File: src/rtl/mem_tester.sv
// Built-in RAM tester: writes P everywhere, then read-compare/write ~P, then read-compare ~P.
// Records first-mismatch address/data and a saturating mismatch count.
module mem_tester #(
    parameter int ADDR_W = 3,
    parameter int DATA_W = 8
) (
    input  logic              clk,
    input  logic              clear,
    input  logic              start,
    input  logic [DATA_W-1:0] pattern,
    output logic              busy,
    output logic              done,
    output logic              fail,
    output logic [ADDR_W-1:0] err_addr,
    output logic [DATA_W-1:0] err_data,
    output logic [ADDR_W+1:0] err_count,
    output logic              mem_we,
    output logic [ADDR_W-1:0] mem_addr,
    output logic [DATA_W-1:0] mem_din,
    input  logic [DATA_W-1:0] mem_dout
);

    localparam logic [2:0] IDLE = 3'd0;
    localparam logic [2:0] WR   = 3'd1;
    localparam logic [2:0] RMW  = 3'd2;
    localparam logic [2:0] RD   = 3'd3;
    localparam logic [2:0] DONE = 3'd4;

    logic [2:0]        state;
    logic [DATA_W-1:0] pat;
    logic              last;
    logic              mismatch;
    logic [DATA_W-1:0] expected;

    always_comb begin
        last     = (mem_addr == '1);
        expected = (state == RMW) ? pat : ~pat;
        mismatch = ((state == RMW) || (state == RD)) && (mem_dout != expected);
        busy     = (state == WR) || (state == RMW) || (state == RD);
        done     = (state == DONE);
        mem_we   = (state == WR) || (state == RMW);
        mem_din  = '0;
        if (state == WR)
            mem_din = pat;
        else if (state == RMW)
            mem_din = ~pat;
    end

    always_ff @(posedge clk) begin
        if (clear) begin
            state     <= IDLE;
            pat       <= '0;
            mem_addr  <= '0;
            fail      <= 1'b0;
            err_addr  <= '0;
            err_data  <= '0;
            err_count <= '0;
        end else begin
            case (state)
                IDLE: begin
                    if (start) begin
                        pat       <= pattern;
                        mem_addr  <= '0;
                        fail      <= 1'b0;
                        err_addr  <= '0;
                        err_data  <= '0;
                        err_count <= '0;
                        state     <= WR;
                    end
                end
                // Address wraps to 0 naturally on the last increment of each phase.
                WR: begin
                    mem_addr <= mem_addr + 1'b1;
                    if (last) state <= RMW;
                end
                RMW: begin
                    mem_addr <= mem_addr + 1'b1;
                    if (last) state <= RD;
                end
                RD: begin
                    mem_addr <= mem_addr + 1'b1;
                    if (last) state <= DONE;
                end
                DONE:    state <= IDLE;
                default: state <= IDLE;
            endcase

            if (mismatch) begin
                fail <= 1'b1;
                if (err_count != '1)
                    err_count <= err_count + 1'b1;
                if (!fail) begin
                    err_addr <= mem_addr;
                    err_data <= mem_dout;
                end
            end
        end
    end

endmodule

File: config.mk
export PLATFORM = sky130hd
export DESIGN_NAME = mem_tester
export DESIGN_NICKNAME = d
export VERILOG_FILES = /design/src/rtl/mem_tester.sv
export SDC_FILE = /design/constraint.sdc
export NUM_CORES = 1
export LEC_CHECK = 0
export ABC_AREA = 0
export CAP_MARGIN = 25
export CORE_MARGIN = 3
export CORE_UTILIZATION = 40
export DETAILED_ROUTE_END_ITERATION = 16
export PLACE_DENSITY = 0.69
export REMOVE_ABC_BUFFERS = 1
export SLEW_MARGIN = 20
export SYNTH_ARGS = -nofsm -noshare
export SYNTH_HDL_FRONTEND = slang
export SYNTH_SLANG_ARGS = --single-unit
File: constraint.sdc
create_clock -name clk -period 4.76 [get_ports clk]
set_input_delay 0.476 -clock clk [delete_from_list [all_inputs] [get_ports clk]]
set_output_delay 0.476 -clock clk [all_outputs]
set_load 0.005 [all_outputs]
## Word level (Yosys, flattened, before mapping)

Cells that the tools add are included.

| word-level totals | value |
|---|---|
| bits of input ports | 19 |
| output and inout bits | 31 |
| word-level logic and storage cells | 59 |
| latch bits | 0 |
| memories kept | 0 |
| bits in read-only memories | 0 |
| register bits | 31 |
| bits in writable memories | 0 |

| operators by class | value |
|---|---|
| multipliers | 0 |
| div/mod/pow operators | 0 |
| reduce and logical (&&, ||, !) cells | 13 |
| shift operators | 0 |
| magnitude comparators | 0 |
| equal/unequal tests | 11 |
| bitwise gates (word level) | 1 |
| $add $sub $neg | 2 |
| mux-type cells | 25 |

Operator list:

| operator | number |
|---|---|
| $mux 8 | 7 |
| $mux 3 | 9 |
| $mux 5 | 4 |
| $pmux 3 s4 | 1 |
| $ne 2x2->1 const B | 4 |
| $ne 8x8->1 | 1 |
| $not 8->8 | 1 |
| $eq 3x2->1 const B | 2 |
| $eq 3x3->1 const B | 2 |
| $pmux 3 s2 | 1 |
| $reduce_and 2->1 | 3 |
| $reduce_bool 2->1 | 3 |
| $add 5x1->5 const B | 1 |
| $ne 5x5->1 const B | 1 |
| $reduce_and 4->1 | 1 |
| $add 3x1->3 const B | 1 |
| $eq 3x1->1 const B | 1 |
| $logic_not 3->1 | 1 |
| $logic_or 1x1->1 | 3 |
| $mux 1 | 3 |
| $reduce_or 3->1 | 1 |
| $logic_and 1x1->1 | 1 |

## Logic depth before layout (Yosys ltp)

| logic depth | value |
|---|---|
| depth in word-level cells | 6 |
| mapped depth | 10 |
| gate-level depth less buffers | 8 |

## Worst setup path after synthesis

Ideal clock, no wire load.

| timing path | value |
|---|---|
| path type | register to register |
| from | register state[1] |
| to | register err_count[0] |
| buffers on the path | 1 |
| required time | 4.695 ns |
| stages on the path, launching flop included | 10 |
| slack | 2.460 ns |
| setup time | 0.065 ns |
| data arrival time | 2.235 ns |
| period minus slack after synthesis | 2.300 ns |
| path through | dfxtp_1 -> buf_6 -> nand2b_2 -> nor2_1 -> ha_1 -> xnor2_1 -> nand4_2 -> o21ai_2 -> mux2_1 -> nor2_1 |

| on the way | value |
|---|---|
| cells in the longest elaborated chain, start to end | 5 |
| elaborated cells on any way between the ends | 10 |
| those cells by class | eq/ne (3); mux (4); reduce/logical (3) |

Ends and longest elaborated chain:

| element | RTL line | text |
|---|---|---|
| from (decl) | 29 | `logic [2:0] state;` |
| from (signal assigned) | 51 | `state <= IDLE;` |
| from (signal assigned) | 68 | `state <= WR;` |
| from (signal assigned) | 74 | `if (last) state <= RMW;` |
| $eq 3x2->1 | 37, 38 |  |
| $mux 8 | 37 | `expected = (state == RMW) ? pat : ~pat;` |
| $ne 8x8->1 | 38 | `mismatch = ((state == RMW) \|\| (state == RD)) && (mem_dout != expected);` |
| $logic_and 1x1->1 | 38 |  |
| $mux 5 * | 88 | `if (mismatch) begin` |
| to (signal assigned) | 91 | `err_count <= err_count + 1'b1;` |
| to (decl) | 16 | `output logic [ADDR_W+1:0] err_count,` |

Every way passes the cells marked *; elsewhere a longest branch is shown, timed or not.
A chain may end at the register's enable or synchronous reset.

## Final worst setup path

| timing path | value |
|---|---|
| from | register state[2] |
| to | register err_data[4] |

| on the way | value |
|---|---|
| cells in the longest elaborated chain, start to end | 5 |
| elaborated cells on any way between the ends | 10 |
| those cells by class | eq/ne (3); mux (4); reduce/logical (3) |

Ends and longest elaborated chain:

| element | RTL line | text |
|---|---|---|
| $eq 3x2->1 | 37, 38 |  |
| $mux 8 | 37 |  |
| $ne 8x8->1 | 38 |  |
| $logic_and 1x1->1 | 38 |  |
| $mux 8 * | 88 |  |
| to (signal assigned) | 94 | `err_data <= mem_dout;` |
| to (decl) | 15 | `output logic [DATA_W-1:0] err_data,` |

Marks and branches as above.

==> flow_summary.ini <==
[critical_path]
cp_max_fo = 12
crit_type = flop to flop
critPathArrivalTime_ns = 3.22
start_kind = flop
r2r_start = state[2]
cp-end-kind = flop
crit_path_start = state[2]
required_ns = 4.90

[synth]
ys.flop_type = dfxtp_1
synth_common_cells = dfxtp_1 (31), a21oi_1 (24), nand2_1 (20)
synthTopCellsByArea = dfxtp_1 (37%), ha_1 (8.9%), a21oi_1 (7.1%)
ys_warn_count = 0
synth_top_area_share_pct = 36.7
synth-seq-cells = 31
netlist_area_um2 = 1690
syn_inst = 191
syn_avg_cell_area_um2 = 8.85
synth_seq_area_share_pct = 36.7
ys_types = 40
async_flop_share_pct = 0
synth_edf_count = 0
synth_most_common_cell = dfxtp_1
synth.largest_area_cell = dfxtp_1

[placement]
portBuffers = 49
place_congestion = 0.792
place_area_um2 = 2200
placed_cells = 280
hpwl_um = 2850

[floorplan]
pin_count = 50
die_h_um = 71.0
start_util_pct = 42.0
die_x_um = 71.0
placementRows = 23
coreArea_um2 = 4030
dieArea_um2 = 5040

[clocking]
clk_latency_ns = 0.27
clk_pin_slew_worst_paths_ns = 0.06
cts_tree = done
cts_buffers = 5
cts_resized = 0
hold_buffers = 0
clk_path_buf_depth = 2
cts_setup_buffers = 0
htreeDepth = 2
clockRootBuffer = clkbuf_8
cts.sinks = 31

[hold_path]
hp-class = flop to flop
hold_path_startpoint = pat[2]

[timing]
setup_violations = 0
fin_crit_ns = 3.08
worstMarginPinSlew_ns = 0.913
final.period_utilization_pct = 64.8
slew_viol_final = 0
fmax_mhz = 324
grt_setup_unrepaired = no
tns_ns = 0
clock-skew-final_ns = 0.00496
max_slew_margin_pct = 38.5
hold_violations = 0

[pwr]
finalPower_mw = 0.547
leakage_nw = 0.820
power_density_nw_per_um2 = 239
peakVddDrop_mv = 0.143

[detailed_routing]
drtIter0Drc = 86
viasPerCell = 5.19
wirelength_um = 3810
drc_errors = 0
ant_nets = 0
vias = 1490
drt_pass1_iterations = 3
avgRoutedWirePerCell_um = 13.3

[final_layout]
drive_gt1_share_pct = 12.2
utilization_pct = 56.7
nNetsFinal = 268
nFillCells = 379
instances_no_fill = 287
design_area_um2 = 2290
diodes = 0
areaGrowthSynthToFinish_pct = 35.2

[global_route]
grt_pass1_vias = 1395
grt_pass1_wl_um = 6470
grt_max_degree = 26
antenna_found_initial = 0
overflow = 0
grt.total_usage_pct = 15.9

[job]
max_cap_violations = 0

[run_status]
status = complete, no violations
## placed cells by master, fill, tap and decap left out, types with 2 or more instances in the layout
cell type / n
a21oi_1: 24
a22oi_1: 2
clkbuf_8: 6
clkdlybuf4s50_1: 49
dfxtp_1: 31
ha_1: 12
inv_1: 10
mux2_2: 8
nand2_1: 20
nand3_1: 16
nand3b_1: 10
nand4_2: 2
nor2_1: 7
nor3_1: 4
o211ai_1: 2
or2_2: 3
or3b_1: 2
xnor2_1: 8
## logic make-up (layout without fill, tap and decap cells)
| logic type | Yosys count | count (layout) | share of synthesized area, % |
|---|---|---|---|
| DFF | 31 | 31 | 36.7 |
| xor gates and xnor gates | 9 | 9 | 4.66 |
| AOI/OAI and AO/OA | 35 | 35 | 12.4 |
| adders and majority gates | 12 | 12 | 8.88 |
| buffers and inverters | 21 | 67 | 5.77 |
| and+or+nand+nor | 74 | 74 | 25.6 |
| muxes | 9 | 9 | 6.00 |
## where the power goes
| group | switching (mW) | internal (mW) | total, mW |
|---|---|---|---|
| clock | 0.0883 | 0.113 | 0.201 |
| sequential | 0.00584 | 0.265 | 0.271 |
| combinational | 0.0346 | 0.0395 | 0.0741 |
| total | 0.129 | 0.418 | 0.547 |
## metal layers
| layer | routed length (um) | part of all wire [%] | GRT usage, % | vias to the layer above |
|---|---|---|---|---|
| met3 | 228 | 6.0 | 4.97 | 7 |
| li1 | - | - | - | 756 |
| met4 | 68 | 1.8 | 5.64 | 0 |
| met1 | 1810 | 47 | 21.3 | 688 |
| met5 | 0 | 0 | 0 | - |
| met2 | 1710 | 45 | 24.1 | 39 |
## path summary, 6_finish.rpt
path	end	slack, ns	depth (start not counted)
setup / recovery	err_data[4]	1.68	8
hold / removal	pat[2]	0.47	2
setup reg to reg	err_data[4]	1.68	8
hold reg to reg	pat[2]	0.47	2
## registers in the layout, indices dropped and copies added (netlist names)
name / count
err_addr: 3
pat: 8
err_count: 5
err_data: 8
mem_addr: 3
state: 3
fail: 1
## area by class of cell
type	count	area, um^2	area share (%)
Multi-Input combinational cell	139	972	42.5
Sequential cell	31	621	27.1
Timing Repair Buffer	50	505	22.1
Clock buffer	6	82.6	3.61
Tap cell	50	62.6	2.74
Inverter	10	37.5	1.64
Clock inverter	1	5.00	0.219
## per-stage QoR
stage          hold WS [ns]  worst slack, ns
6_report              0.467             1.68
3_5_place_dp          0.461             1.72
3_3_place_gp          0.458             1.84
4_1_cts               0.469             1.72
5_1_grt               0.488             1.32
2_1_floorplan         0.440             2.28
## critical path, stage by stage, from the launching register on
cell and delay [ns]:
dfxtp_1 0.43, nand2b_2 0.25, nor2_1 0.44, ha_1 0.35
xnor2_1 0.20, nand4_2 0.22, o21ai_0 0.78, nand3b_1 0.21
a21oi_1 0.07
No activity file was read; power rests on OpenSTA's default activity.
